**src/rtl/univ_shift_reg.sv**
```systemverilog
// -----------------------------------------------------------------------------
// univ_shift_reg
//   Parametrised universal shift register. Holds WIDTH bits of registered state
//   and on each enabled rising edge applies one of eight operations: hold,
//   logical shift right/left, parallel load, rotate right/left, arithmetic
//   shift right, or clear. General storage/shift element for serializers,
//   deserializers and delay chains.
//
// Parameters
//   WIDTH    register width in bits (>= 2)
//   RST_VAL  value loaded into q on reset
//
// Ports
//   clk     rising-edge clock
//   rst     synchronous reset, active-high (wins over en and mode)
//   en      clock enable; 0 holds q regardless of mode
//   mode    operation select (see MODE_* encodings below)
//   d       parallel load data
//   sin_l   serial in, enters MSB on logical shift right
//   sin_r   serial in, enters LSB on logical shift left
//   q       registered state
//   sout_r  q[0], the bit that leaves on the next right shift
//   sout_l  q[WIDTH-1], the bit that leaves on the next left shift
//   zero    q == 0, combinational from q
// -----------------------------------------------------------------------------
module univ_shift_reg #(
    parameter int               WIDTH   = 8,
    parameter logic [WIDTH-1:0] RST_VAL = '0
) (
    input  logic             clk,
    input  logic             rst,
    input  logic             en,
    input  logic [2:0]       mode,
    input  logic [WIDTH-1:0] d,
    input  logic             sin_l,
    input  logic             sin_r,
    output logic [WIDTH-1:0] q,
    output logic             sout_r,
    output logic             sout_l,
    output logic             zero
);

    localparam logic [2:0] MODE_HOLD = 3'b000;
    localparam logic [2:0] MODE_SHR  = 3'b001;
    localparam logic [2:0] MODE_SHL  = 3'b010;
    localparam logic [2:0] MODE_LOAD = 3'b011;
    localparam logic [2:0] MODE_ROR  = 3'b100;
    localparam logic [2:0] MODE_ROL  = 3'b101;
    localparam logic [2:0] MODE_ASR  = 3'b110;
    localparam logic [2:0] MODE_CLR  = 3'b111;

    logic [WIDTH-1:0] q_next;

    // Next-state select. Serial inputs are only referenced by the two logical
    // shift arms, so an undriven sin_l/sin_r cannot leak into other modes.
    always_comb begin
        q_next = q;
        unique case (mode)
            MODE_HOLD: q_next = q;
            MODE_SHR:  q_next = {sin_l, q[WIDTH-1:1]};
            MODE_SHL:  q_next = {q[WIDTH-2:0], sin_r};
            MODE_LOAD: q_next = d;
            MODE_ROR:  q_next = {q[0], q[WIDTH-1:1]};
            MODE_ROL:  q_next = {q[WIDTH-2:0], q[WIDTH-1]};
            MODE_ASR:  q_next = {q[WIDTH-1], q[WIDTH-1:1]};
            // Clear goes to all-zeros, deliberately not RST_VAL.
            MODE_CLR:  q_next = '0;
            default:   q_next = q;
        endcase
    end

    // rst > en > mode
    always_ff @(posedge clk) begin
        if (rst) begin
            q <= RST_VAL;
        end else if (en) begin
            q <= q_next;
        end
    end

    assign sout_r = q[0];
    assign sout_l = q[WIDTH-1];
    assign zero   = (q == '0);

endmodule

```
**config.mk**
```make
export PLATFORM = sky130hd
export DESIGN_NAME = univ_shift_reg
export DESIGN_NICKNAME = d
export VERILOG_FILES = /design/src/rtl/univ_shift_reg.sv
export SDC_FILE = /design/constraint.sdc
export NUM_CORES = 1
export LEC_CHECK = 0
export BUFFER_PORTS_ARGS = -buffer_cell sky130_fd_sc_hd__buf_4
export CORE_UTILIZATION = 40
export CTS_BUF_LIST = sky130_fd_sc_hd__clkbuf_8
export DETAILED_ROUTE_END_ITERATION = 10
export MAX_ROUTING_LAYER = met4
export PLACE_DENSITY = 0.7
export SLEW_MARGIN = 20
export SYNTH_ARGS = -nofsm -noshare
export SYNTH_HDL_FRONTEND = slang
export SYNTH_SLANG_ARGS = --single-unit
```
**constraint.sdc**
```tcl
create_clock -name clk -period 1.06 [get_ports clk]
set_input_delay 0 -clock clk [delete_from_list [all_inputs] [get_ports clk]]
set_output_delay 0 -clock clk [all_outputs]
set_load 0.03 [all_outputs]
```
==> results of run 1 <==
==> synthesized netlist by cell type, drive strengths merged <==
cell type | instances | area (um^2)
nor3b | 1 | 12.51
dfxtp | 8 | 160.2
o221ai | 1 | 15.01
nand2 | 3 | 11.26
nand4b | 1 | 8.760
or3 | 1 | 6.260
o21a | 1 | 7.510
buf | 6 | 53.79
xor2 | 1 | 8.760
mux2i | 2 | 23.77
o21ai | 14 | 70.07
o21ba | 1 | 10.01
a22oi | 5 | 37.54
a31oi | 6 | 37.54
inv | 2 | 7.510
a32oi | 1 | 8.760
mux2 | 1 | 11.26
o31a | 1 | 8.760
and3 | 1 | 7.510
o211ai | 1 | 7.510
o32ai | 1 | 16.27
nor2 | 3 | 11.26
a41oi | 1 | 8.760
and3b | 2 | 18.77
or4 | 2 | 15.01
==> power by group through the flow <==
| stage | logic [mW] | registers, mW | clock network [mW] |
|---|---|---|---|
| final | 0.383 | 0.341 | 0.377 |
| after global routing | 0.413 | 0.344 | 0.401 |
| after CTS | 0.384 | 0.341 | 0.386 |
| after detailed placement | 0.378 | 0.345 | 0 |
| after global placement | 0.375 | 0.344 | 0 |
| after floorplan | 0.182 | 0.397 | 0 |
==> what timing repair did <==
action | in CTS | in global routing
pin swaps | 2 | 1
setup endpoints to repair | 1 | 1
gates resized for setup | 1 | 0
==> final cells by class <==
class	count	share of cell area
Inverter	2	0.008487
Clock buffer	3	0.04668
Multi-Input combinational cell	51	0.4272
Sequential cell	8	0.1952
Timing Repair Buffer	35	0.3013
Tap cell	15	0.02122
==> worst max-delay path, cell delays in order (launching register included) <==
cell and delay [ps]:
sky130_fd_sc_hd__dfxtp_4 330, sky130_fd_sc_hd__or4_4 520, sky130_fd_sc_hd__nor2_4 120, sky130_fd_sc_hd__buf_6 130
==> through the flow <==
stage,TNS [ps],cells
detailed placement,-67.51,111
CTS,-280.8,114
finish,-281.4,114
global route,-304.1,114
floorplan,-71.39,67
global placement,-55.72,111
==> layer usage <==
| metal | share of wire | track usage | up-vias | wire (um) |
|---|---|---|---|---|
| met5 | 0 | - | - | 0 |
| met4 | 0.016 | 0.07500 | 0 | 25 |
| met3 | 0.040 | 0.06667 | 3 | 63 |
| met2 | 0.46 | 0.3790 | 15 | 727 |
| met1 | 0.49 | 0.3232 | 299 | 771 |
| li1 | - | - | 326 | - |
==> final timing paths <==
check	startpoint	to	slack, ps
worst max-delay path	q[2]	zero	-280
worst min-delay path	en	q[5]	20
worst max register to register	q[0]	q[7]	110
worst min register to register	q[5]	q[6]	640
==> cells by family (layout without fill, tap and decap cells) <==
group,Yosys count,after routing,share of synthesized area
buffers and inverters,8,40,0.1049
and+or+nand+nor,14,14,0.1563
xor gates and xnor gates,1,1,0.01499
AOI/OAI and AO/OA,33,33,0.3898
muxes,3,3,0.05995
DFF,8,8,0.2741
==> impl_table.tex, run 1 <==
\begin{tabular}{lr}
\hline
Metric & Value \\
\hline
\multicolumn{2}{l}{\textbf{Run status}} \\
\quad Outcome & finished with violations \\
\quad Violated checks & setup timing \\
\multicolumn{2}{l}{\textbf{Timing}} \\
\quad Slew @ Worst Pin & between 400 and 500 ps \\
\quad Setup repair after global routing missed its margin & true \\
\quad Worst hold slack after final layout & about 22 ps \\
\quad Setup slack after layout & -281.4 ps \\
\quad Final count of pins violating max slew & 0 \\
\quad Achievable clock frequency & 745.5 MHz \\
\quad Max-slew headroom at the worst pin & 0.7162 \\
\quad Final period demand of the worst path & between 1000 and 1500 ps \\
\quad Portion of the clock cycle consumed by the worst path in the final layout & 1.265 \\
\quad Number of setup violations in the final report & 1 \\
\quad Number of endpoints with negative hold slack in the final report & 0 \\
\quad Setup skew after layout & $\sim$5.5 ps \\
\multicolumn{2}{l}{\textbf{Placement}} \\
\quad Post-detailed-placement cell area & around 840 um\^{}2 \\
\quad Number of buffer cells added on primary ports & 26 \\
\quad HPWL after detailed placement & 1175 um \\
\quad Final Wtd Congestion & 0.8228 \\
\quad Post-place setup slack & -67.51 ps \\
\multicolumn{2}{l}{\textbf{Critical path}} \\
\quad Worst r2r path cells & 3 \\
\quad Arrival time at the worst endpoint & 1340 ps \\
\quad Category of the worst setup path capture point & output port \\
\quad Critical path fanouts, max & 2 \\
\quad Data required time of the worst path & 1060 ps \\
\quad Crit Path Category & reg -> out \\
\quad Kind of start point of the critical path & flop \\
\multicolumn{2}{l}{\textbf{Drt}} \\
\quad Via count & between 600 and 700 \\
\quad Initial drt markers & 9 \\
\quad Final antenna-violating net count & 0 \\
\quad Number of vias per cell after detailed routing & 5.640 \\
\quad WL per Instance & between 10 and 15 um \\
\quad WL final & $\sim$1600 um \\
\quad Number of search-and-repair iterations in the first detailed-routing pass & 3 \\
\quad Remaining design rule violation count & 0 \\
\multicolumn{2}{l}{\textbf{Finish}} \\
\quad Number of flip-flops in the largest register & 8 \\
\quad Layout overhead on the synthesized area & 51.39\% \\
\quad Share of layout cells above drive strength 1 & 0.5455 \\
\quad Total area of multi-input combinational cells & between 300 and 400 um\^{}2 \\
\quad Footprint of the flip-flops and latches & between 150 and 200 um\^{}2 \\
\quad Post-route cell area & 884.6 um\^{}2 \\
\quad Register with the most flip-flops & q \\
\quad Registers with the most flip-flops & q: 8 flops \\
\quad Final net count & roughly 120 \\
\quad Number of diodes & 0 \\
\quad Number of filler cells placed in the layout & roughly 120 \\
\quad Most frequent standard cell in the layout excluding fill and tap cells & sky130\_fd\_sc\_hd\_\_buf\_4 \\
\quad Highest-count cells in the layout ignoring fill and taps & sky130\_fd\_sc\_hd\_\_buf\_4 (34), sky130\_fd\_sc\_hd\_\_o21ai\_0 (10), sky130\_fd\_sc\_hd\_\_a31oi\_1 (6) \\
\quad Utilization after layout & 0.6632 \\
\multicolumn{2}{l}{\textbf{Clock network}} \\
\quad Setup fix buffers added after clock tree synthesis & 0 \\
\quad TritonCTS clock tree & yes \\
\quad Post-CTS Hold Fix Bufs & 0 \\
\quad Clock latency of the later-clocked register in the worst-skew pair & approximately 240 ps \\
\quad CTS H-Tree Depth & 1 \\
\quad Maximum root-to-sink buffer count & 2 \\
\quad Clock Root Buffer & sky130\_fd\_sc\_hd\_\_clkbuf\_8 \\
\quad Clock transition at the registers of the reported paths & approximately 40 ps \\
\quad Sink count of the clock tree & 8 \\
\quad TritonCTS Buffers & 3 \\
\multicolumn{2}{l}{\textbf{Floorplanning}} \\
\quad Number of cell rows & 13 \\
\quad Die W & around 40 um \\
\quad Core Area & roughly 1300 um\^{}2 \\
\quad Die height & 40.22 um \\
\quad Initial Util & 0.4381 \\
\quad Floorplan die area & $\sim$1600 um\^{}2 \\
\quad I/O pins & 27 \\
\multicolumn{2}{l}{\textbf{Min path}} \\
\quad Cell depth of the worst hold path & 2 \\
\quad Path category of the worst min-delay check & in -> reg \\
\multicolumn{2}{l}{\textbf{Power}} \\
\quad Combinational Power Share & 0.348 \\
\quad Net Sw Frac & 0.3136 \\
\quad Overall Power & 1.101 mW \\
\quad Power per Cell Area & about 1200 nW/um\^{}2 \\
\quad Proportion of power drawn by flip-flops and latches & 0.309 \\
\quad Portion of total power attributed to the clock network & 0.343 \\
\quad Switching pwr & approximately 0.35 mW \\
\quad Pint & between 0.7 and 0.8 mW \\
\quad VDD IR-drop max & $\sim$770 uV \\
\quad Standby leakage power & between 0.3 and 0.4 nW \\
\multicolumn{2}{l}{\textbf{Logic synthesis}} \\
\quad Count of synthesis-stage warnings from yosys & 0 \\
\quad Synthesized netlist net count & 83 \\
\quad Distinct cells, synth & 30 \\
\quad Fraction of the yosys area taken by sequential cells & 0.2741 \\
\quad Number of cells produced by synthesis & 67 \\
\quad Netlist area before placement & 584.3 um\^{}2 \\
\quad FF+latch count, synth & 8 \\
\quad Mean instance size in the synthesized netlist & between 8 and 9 um\^{}2 \\
\multicolumn{2}{l}{\textbf{Global route}} \\
\quad Total track usage & 0.2497 \\
\quad Initial antenna violation count & 0 \\
\quad Largest net degree at the start of global routing & 15 \\
\quad Overflow left after global routing & 0 \\
\quad Via count of the first global-routing pass & 557 \\
\quad Wire length of the first global-routing pass & $\sim$2600 um \\
\multicolumn{2}{l}{\textbf{Job}} \\
\quad Number of max-capacitance violations reported & 0 \\
\hline
\end{tabular}
Power figures use the tool's default switching activity.
==> run 2, diff against run 1 <==
Settings changed: ABC_AREA set to 1, CTS_CLUSTER_SIZE set to 28.
==> run 2 against run 1 <==
  * The flow now finishes without violations
  * Design area fell by 4.2%
  * Die area rose by 0.40%
  * Hold slack improved by 51 ps
  * Sequential share of layout area rose by 0.72 points
  * Sequential power rose by 4%
  * Non-clock buffer count fell by 7
  * Clock power fell by 3%
  * Combinational power fell by 13%
  * Via count rose by 0.93%
  * Clock-buffer cell count did not move
  * Synthesized area rose by 0.43%
  * Global-route usage fell by 4.3 points
  * Critical endpoint unchanged
==> impl_table.tex, run 2 <==
\begin{tabular}{lr}
\hline
Metric & Value \\
\hline
\multicolumn{2}{l}{\textbf{Global route}} \\
\quad Overflow left after global routing & 0 \\
\quad Initial antenna violation count & 0 \\
\quad Total track usage & 0.2066 \\
\quad Wire length of the first global-routing pass & between 2000 and 2500 um \\
\quad Via count of the first global-routing pass & roughly 500 \\
\quad Largest net degree at the start of global routing & 15 \\
\multicolumn{2}{l}{\textbf{Timing}} \\
\quad Final count of pins violating max slew & 0 \\
\quad Number of setup violations in the final report & 0 \\
\quad Portion of the clock cycle consumed by the worst path in the final layout & 0.9324 \\
\quad Setup skew after layout & roughly 0.52 ps \\
\quad Achievable clock frequency & approximately 1000 MHz \\
\quad Slew @ Worst Pin & between 300 and 400 ps \\
\quad Final sum of negative setup slack & 0 ps \\
\quad Final period demand of the worst path & 988.3 ps \\
\quad Number of endpoints with negative hold slack in the final report & 0 \\
\quad Max-slew headroom at the worst pin & 0.7548 \\
\multicolumn{2}{l}{\textbf{Critical path}} \\
\quad Library cell contributing the largest single delay on the critical path & sky130\_fd\_sc\_hd\_\_dfxtp\_2 \\
\quad Kind of cell adding the most delay to the critical path & flip-flops \\
\quad Critical path buffers and inverters & 2 \\
\quad Reg2reg end & q[7] \\
\quad Origin of the critical flop-to-flop path & q[0] \\
\quad Arrival time at the worst endpoint & around 990 ps \\
\quad Category of the worst setup path capture point & output port \\
\quad Data required time of the worst path & approximately 1100 ps \\
\quad Crit Path Category & reg -> out \\
\quad Number of cells on the critical path & 4 \\
\quad CP Launch Point & q[2] \\
\quad Kind of start point of the critical path & flop \\
\quad Worst r2r path cells & 6 \\
\quad Delay of the slowest critical-path stage & 330 ps \\
\quad Endpoint of the most critical setup path & zero \\
\quad Flop-to-flop setup slack & about 200 ps \\
\quad List of cells traversed by the critical path & inv\_1 > nand4\_1 > nor2\_1 > buf\_4 \\
\quad Critical path fanouts, max & 4 \\
\multicolumn{2}{l}{\textbf{Finish}} \\
\quad Highest-count cells in the layout ignoring fill and taps & sky130\_fd\_sc\_hd\_\_buf\_4 (27), sky130\_fd\_sc\_hd\_\_nand2\_1 (11), sky130\_fd\_sc\_hd\_\_nor2\_1 (10) \\
\quad Final net count & around 130 \\
\quad Register with the most flip-flops & q \\
\quad Share of layout cells above drive strength 1 & 0.4867 \\
\quad Registers with the most flip-flops & q: 8 flops \\
\quad Number of flip-flops in the largest register & 8 \\
\quad Utilization after layout & 0.6351 \\
\quad Layout overhead on the synthesized area & 44.35\% \\
\quad Number of diodes & 0 \\
\quad Most frequent standard cell in the layout excluding fill and tap cells & sky130\_fd\_sc\_hd\_\_buf\_4 \\
\multicolumn{2}{l}{\textbf{Clock network}} \\
\quad Clock Root Buffer & sky130\_fd\_sc\_hd\_\_clkbuf\_8 \\
\quad CTS H-Tree Depth & 1 \\
\quad TritonCTS clock tree & yes \\
\quad Clock transition at the registers of the reported paths & approximately 40 ps \\
\quad Maximum root-to-sink buffer count & 2 \\
\quad Clock latency of the later-clocked register in the worst-skew pair & $\sim$220 ps \\
\quad Sink count of the clock tree & 8 \\
\quad TritonCTS Buffers & 3 \\
\multicolumn{2}{l}{\textbf{Power}} \\
\quad Combinational Power Share & 0.316 \\
\quad Net Sw Frac & 0.3196 \\
\quad Standby leakage power & between 0.3 and 0.4 nW \\
\quad Proportion of power drawn by flip-flops and latches & 0.336 \\
\quad Portion of total power attributed to the clock network & 0.347 \\
\quad Pint & between 0.7 and 0.8 mW \\
\quad Switching pwr & between 0.3 and 0.4 mW \\
\quad Power per Cell Area & 1241 nW/um\^{}2 \\
\quad VDD IR-drop max & a little over 800 uV \\
\multicolumn{2}{l}{\textbf{Floorplanning}} \\
\quad Die height & between 40 and 50 um \\
\quad Number of cell rows & 13 \\
\quad I/O pins & 27 \\
\quad Floorplan die area & roughly 1600 um\^{}2 \\
\quad Core Area & approximately 1300 um\^{}2 \\
\quad Die W & between 40 and 50 um \\
\quad Initial Util & 0.4400 \\
\multicolumn{2}{l}{\textbf{Logic synthesis}} \\
\quad Main combinational cell family by area after synthesis & compound AO/OA/AOI/OAI gates \\
\quad XOR/XNOR share of the synthesized area & 0 \\
\quad Share of synthesized cell area in and, or, nand and nor gates & 0.2388 \\
\quad Cell taking the most area after synthesis & sky130\_fd\_sc\_hd\_\_dfxtp\_1 \\
\quad FF+latch count, synth & 8 \\
\quad Count of synthesis-stage warnings from yosys & 0 \\
\quad Post-synth ARST share & 0 \\
\quad Most common cell in the netlist & sky130\_fd\_sc\_hd\_\_nand2\_1 \\
\quad Synthesized netlist net count & roughly 100 \\
\quad Fraction of the mapped netlist area in adder cells & 0 \\
\quad Mean instance size in the synthesized netlist & between 6 and 7 um\^{}2 \\
\quad Number of cells produced by synthesis & 85 \\
\quad EDFF count, synth & 0 \\
\quad Netlist area before placement & around 600 um\^{}2 \\
\quad Compound-gate portion of the synthesized area & 0.3539 \\
\quad Distinct cells, synth & 21 \\
\quad Post-synthesis mux area share & 0 \\
\quad Top cell types by occurrence after synthesis & sky130\_fd\_sc\_hd\_\_nand2\_1 (11), sky130\_fd\_sc\_hd\_\_inv\_1 (10), sky130\_fd\_sc\_hd\_\_nor2\_1 (10) \\
\quad Area contributors post-synth & sky130\_fd\_sc\_hd\_\_dfxtp\_1 (27\%), sky130\_fd\_sc\_hd\_\_a21oi\_2 (7.5\%), sky130\_fd\_sc\_hd\_\_nand2\_1 (7.0\%), sky130\_fd\_sc\_hd\_\_o21ai\_1 (6.8\%), sky130\_fd\_sc\_hd\_\_a22oi\_1 (6.4\%) \\
\quad Yosys top cell area share & 0.2729 \\
\quad Dominant synthesized flop cell & sky130\_fd\_sc\_hd\_\_dfxtp\_1 \\
\quad Fraction of the yosys area taken by sequential cells & 0.2729 \\
\multicolumn{2}{l}{\textbf{Drt}} \\
\quad WL per Instance & about 11 um \\
\quad Final antenna-violating net count & 0 \\
\quad Remaining design rule violation count & 0 \\
\quad Number of search-and-repair iterations in the first detailed-routing pass & 4 \\
\quad WL final & 1434 um \\
\quad Initial drt markers & 18 \\
\quad Via count & 649 \\
\quad Number of vias per cell after detailed routing & between 5 and 6 \\
\multicolumn{2}{l}{\textbf{Min path}} \\
\quad Path category of the worst min-delay check & in -> reg \\
\multicolumn{2}{l}{\textbf{Placement}} \\
\quad Number of buffer cells added on primary ports & 26 \\
\quad Final Wtd Congestion & about 0.7 \\
\quad HPWL after detailed placement & about 1100 um \\
\multicolumn{2}{l}{\textbf{Job}} \\
\quad Number of max-capacitance violations reported & 0 \\
\multicolumn{2}{l}{\textbf{Run status}} \\
\quad Outcome & complete, no violations \\
\hline
\end{tabular}
## run 2: cell types whose count changed in the layout (fill, tap and decap cells not counted), sizes merged, moves of 4 or more
cell	change
buf	-8
o21a	+4
a31oi	-6
nand3	+5
a21oi	+6
inv	+11
nand2	+9
o21ai	-4
nor2	+8
## run 2: power by group through the flow
stage	clock [mW]	combinational, mW	sequential, mW
2_1_floorplan	0	0.169	0.392
6_report	0.365	0.333	0.353
3_3_place_gp	0	0.324	0.352
4_1_cts	0.382	0.330	0.348
5_1_grt	0.395	0.362	0.356
3_5_place_dp	0	0.326	0.353
## run 2: metrics by stage
step           area (um^2)  total power, mW  hold slack (ps)  setup slack, ps  cells
2_1_floorplan        586.8           0.5615            69.07            18.12     85
3_3_place_gp         774.5           0.6757            171.6            111.8    123
3_5_place_dp         774.5           0.6789            182.6            103.1    123
4_1_cts              825.8            1.060            72.60            24.00    127
5_1_grt              847.1            1.114            90.39         -0.08882    128
6_report             847.1            1.051            72.65            71.71    128
## run 2: cell families (layout without fill, tap and decap cells)
family | Yosys count | count (layout)
AND/OR/NAND/NOR | 32 | 32
AO/OA/AOI/OAI | 28 | 28
buffers and inverters | 17 | 45
flip-flops | 8 | 8
## run 2: cell type report
type                       instances  area, um^2
sequential                         8       171.4
multi-input combinational         60       347.8
timing repair buffer              28       212.7
inverter                          14       55.05
fill                             131       486.7
tap                               15       18.77
clock buffer                       3       41.29
## run 2: tightest hold or removal path, stage by stage
cell and delay [ps]:
sky130_fd_sc_hd__buf_4 70, sky130_fd_sc_hd__a22oi_1 80, sky130_fd_sc_hd__a21oi_2 110
## run 2: repair_timing
item                                    4_1_cts  5_1_grt
pin swaps                                     0        1
setup buffers                                 0        1
endpoints found under the setup margin        1        1
hold buffers                                  1        0
resized for setup                             1       13
endpoints found under the hold margin         1        0
## run 2: worst min path at each step
stage / cells after the start / slack [ps] / to / from
after floorplan: 1 / 70 / q[7] / rst
after global placement: 2 / 170 / q[7] / rst
after detailed placement: 2 / 180 / q[7] / rst
after CTS: 3 / 70 / q[2] / d[2]
after global routing: 3 / 90 / q[4] / d[4]
final: 3 / 70 / q[2] / d[2]
## run 2: layer usage
layer / GRT usage / up-vias / share of wire / wire length (um)
li1: - / 346 / - / -
met1: 0.2475 / 288 / 0.48 / 693
met2: 0.3347 / 15 / 0.47 / 668
met3: 0.06667 / 0 / 0.051 / 73
met4: 0.05000 / 0 / 0 / 0
met5: - / - / 0 / 0
==> run 3, diff against run 2 <==
Settings changed: CORE_AREA set to 2 2 39 41, CORE_UTILIZATION 40 to unset, DIE_AREA set to 0 0 41 43, PLACE_DENSITY 0.7 to 0.76.
==> run 3 against run 2 <==
  * Clock skew grew 1.9 ps
  * Via count grew 2.9%
  * First-iteration DRC count shrank 33%
  * Power shrank 0.73%
  * Global-route usage shrank 1.3 points
  * Clock-buffer cell count is the same
  * Non-clock buffer count shrank 1
  * Die area grew 8.6%
  * Clock power is essentially flat
  * Sequential power is essentially flat
  * Combinational power shrank 1%
  * Critical endpoint unchanged
  * Largest power group unchanged
==> impl_table.tex, run 3 (same netlist as run 2, synthesis figures left out) <==
\begin{tabular}{lr}
\hline
Metric & Value \\
\hline
\multicolumn{2}{l}{\textbf{Global route}} \\
\quad Via count of the first global-routing pass & approximately 570 \\
\quad Initial antenna violation count & 0 \\
\quad Global-route met2 utilization & 0.2875 \\
\quad Total track usage & 0.1934 \\
\quad Met1 demand-to-capacity share in global routing & 0.2412 \\
\quad Overflow left after global routing & 0 \\
\quad Largest net degree at the start of global routing & 15 \\
\quad Wire length of the first global-routing pass & around 2300 um \\
\quad Global routing usage on met3 & 0.04712 \\
\quad Most Crowded Layer GR & met2 \\
\multicolumn{2}{l}{\textbf{Finish}} \\
\quad Final net count & 130 \\
\quad Layout overhead on the synthesized area & 41.15\% \\
\quad Post-route cell area & around 830 um\^{}2 \\
\quad Number of diodes & 0 \\
\quad Share of layout cells above drive strength 1 & 0.4107 \\
\quad Number of flip-flops in the largest register & 8 \\
\quad Number of filler cells placed in the layout & 140 \\
\quad Register with the most flip-flops & q \\
\quad Total area of multi-input combinational cells & approximately 350 um\^{}2 \\
\quad Highest-count cells in the layout ignoring fill and taps & sky130\_fd\_sc\_hd\_\_buf\_4 (26), sky130\_fd\_sc\_hd\_\_nand2\_1 (11), sky130\_fd\_sc\_hd\_\_nor2\_1 (10) \\
\quad Registers with the most flip-flops & q: 8 flops \\
\quad Footprint of the flip-flops and latches & around 160 um\^{}2 \\
\quad Most frequent standard cell in the layout excluding fill and tap cells & sky130\_fd\_sc\_hd\_\_buf\_4 \\
\multicolumn{2}{l}{\textbf{Clock network}} \\
\quad Clock Root Buffer & sky130\_fd\_sc\_hd\_\_clkbuf\_8 \\
\quad Clock transition at the registers of the reported paths & $\sim$40 ps \\
\quad CTS H-Tree Depth & 1 \\
\quad TritonCTS Buffers & 3 \\
\quad TritonCTS clock tree & yes \\
\quad Clock latency of the later-clocked register in the worst-skew pair & approximately 230 ps \\
\quad Maximum root-to-sink buffer count & 2 \\
\quad Sink count of the clock tree & 8 \\
\multicolumn{2}{l}{\textbf{Critical path}} \\
\quad CP Launch Point & q[5] \\
\quad Data required time of the worst path & 1060 ps \\
\quad Category of the worst setup path capture point & output port \\
\quad Arrival time at the worst endpoint & roughly 1000 ps \\
\quad Library cell contributing the largest single delay on the critical path & sky130\_fd\_sc\_hd\_\_dfxtp\_1 \\
\quad Kind of cell adding the most delay to the critical path & flip-flops \\
\quad Origin of the critical flop-to-flop path & q[7] \\
\quad Delay of the slowest critical-path stage & $\sim$340 ps \\
\quad Crit Path Category & reg -> out \\
\quad List of cells traversed by the critical path & inv\_2 > nand4\_1 > nor2\_1 > buf\_4 \\
\quad Critical path buffers and inverters & 2 \\
\quad Kind of start point of the critical path & flop \\
\quad Critical path fanouts, max & 4 \\
\multicolumn{2}{l}{\textbf{Floorplanning}} \\
\quad Number of cell rows & 14 \\
\quad Floorplan die area & between 1500 and 2000 um\^{}2 \\
\quad Initial Util & 0.4241 \\
\quad Die W & between 40 and 50 um \\
\quad Core Area & between 1000 and 1500 um\^{}2 \\
\quad I/O pins & 27 \\
\quad Die height & $\sim$43 um \\
\multicolumn{2}{l}{\textbf{Placement}} \\
\quad Post-detailed-placement cell area & $\sim$780 um\^{}2 \\
\quad HPWL after detailed placement & between 1000 and 1500 um \\
\quad Final Wtd Congestion & 0.7843 \\
\quad Number of buffer cells added on primary ports & 26 \\
\multicolumn{2}{l}{\textbf{Drt}} \\
\quad Number of vias per cell after detailed routing & 5.219 \\
\quad Number of search-and-repair iterations in the first detailed-routing pass & 4 \\
\quad Via count & around 670 \\
\quad WL final & around 1500 um \\
\quad WL per Instance & 11.52 um \\
\quad Initial drt markers & 12 \\
\quad Remaining design rule violation count & 0 \\
\quad Final antenna-violating net count & 0 \\
\multicolumn{2}{l}{\textbf{Power}} \\
\quad Proportion of power drawn by flip-flops and latches & 0.337 \\
\quad Net Sw Frac & 0.3199 \\
\quad Power per Cell Area & about 1300 nW/um\^{}2 \\
\quad Switching pwr & 0.3338 mW \\
\quad VDD IR-drop max & 794.3 uV \\
\quad Standby leakage power & 0.3787 nW \\
\quad Combinational Power Share & 0.316 \\
\quad Portion of total power attributed to the clock network & 0.348 \\
\quad Pint & approximately 0.7 mW \\
\multicolumn{2}{l}{\textbf{Timing}} \\
\quad Setup skew after layout & roughly 2.4 ps \\
\quad Setup repair after global routing missed its margin & false \\
\quad Max-slew headroom at the worst pin & 0.7558 \\
\quad Achievable clock frequency & between 900 and 1000 MHz \\
\quad Final count of pins violating max slew & 0 \\
\quad Portion of the clock cycle consumed by the worst path in the final layout & 0.9522 \\
\quad Final sum of negative setup slack & 0 ps \\
\quad Worst hold slack after final layout & approximately 76 ps \\
\quad Final period demand of the worst path & roughly 1000 ps \\
\quad Slew @ Worst Pin & roughly 370 ps \\
\quad Number of setup violations in the final report & 0 \\
\quad Number of endpoints with negative hold slack in the final report & 0 \\
\multicolumn{2}{l}{\textbf{Job}} \\
\quad Number of max-capacitance violations reported & 0 \\
\multicolumn{2}{l}{\textbf{Min path}} \\
\quad Path category of the worst min-delay check & in -> reg \\
\quad Start point of the worst min-delay path & d[5] \\
\multicolumn{2}{l}{\textbf{Run status}} \\
\quad Outcome & complete, no violations \\
\hline
\end{tabular}
## run 3: cell count changes in the layout (fill, tap and decap cells not counted)
| cell | change |
|---|---|
| sky130_fd_sc_hd__dfxtp_1 | +6 |
| sky130_fd_sc_hd__dfxtp_2 | -5 |
| sky130_fd_sc_hd__inv_1 | +2 |
| sky130_fd_sc_hd__buf_4 | -1 |
| sky130_fd_sc_hd__dfxtp_4 | -1 |
| sky130_fd_sc_hd__inv_2 | -1 |
| sky130_fd_sc_hd__inv_4 | -1 |
## run 3: per-layer routing
layer	routed length, um	vias up	part of all wire
met5	0	-	0
li1	-	339	-
met4	14	0	0.0095
met2	697	23	0.47
met1	658	304	0.45
met3	105	2	0.071
## run 3: cell type report
class	instances	area share
repair buffers	27	0.2477
well taps	16	0.02417
inverters	14	0.06344
multi-input cells	60	0.4199
flip-flops and latches	8	0.1949
clock buffers	3	0.04985
## run 3: power groups by stage
| stage | combinational, mW | sequential, mW | clock [mW] |
|---|---|---|---|
| floorplan | 0.169 | 0.392 | 0 |
| global placement | 0.322 | 0.354 | 0 |
| detailed placement | 0.325 | 0.354 | 0 |
| CTS | 0.329 | 0.349 | 0.375 |
| global route | 0.357 | 0.354 | 0.389 |
| finish | 0.329 | 0.351 | 0.363 |
## run 3: what timing repair did
item                                    in CTS  in global routing
hold buffers                                 1                  0
setup buffers                                0                  0
gates resized for setup                      0                  4
endpoints found under the setup margin       0                  1
endpoints found under the hold margin        1                  0
## run 3: worst reg2reg max path, delay by kind of cell, from the launching register on
| family | cells | cell delay [ps] |
|---|---|---|
| flops | 1 | 380 |
| buf+inv | 1 | 60 |
| simple gates | 2 | 150 |
| compound gates | 1 | 180 |
## run 3: through the flow
| step | std cells | power [mW] | worst slack (ps) | utilization |
|---|---|---|---|---|
| floorplan | 85 | 0.5615 | 18.12 | - |
| detailed placement | 124 | 0.6795 | 120.7 | 0.5606 |
| finish | 128 | 1.043 | 50.70 | 0.5986 |
| global placement | 124 | 0.6754 | 154.4 | 0.5606 |
| CTS | 128 | 1.053 | 5.603 | 0.5976 |
| global route | 128 | 1.100 | 10.22 | 0.5986 |
## run 3: final timing paths
| path | cells past startpoint | end | slack [ps] |
|---|---|---|---|
| max | 4 | zero | 50 |
| min | 3 | q[5] | 80 |
| max reg2reg | 4 | q[0] | 210 |
| min reg2reg | 2 | q[7] | 510 |
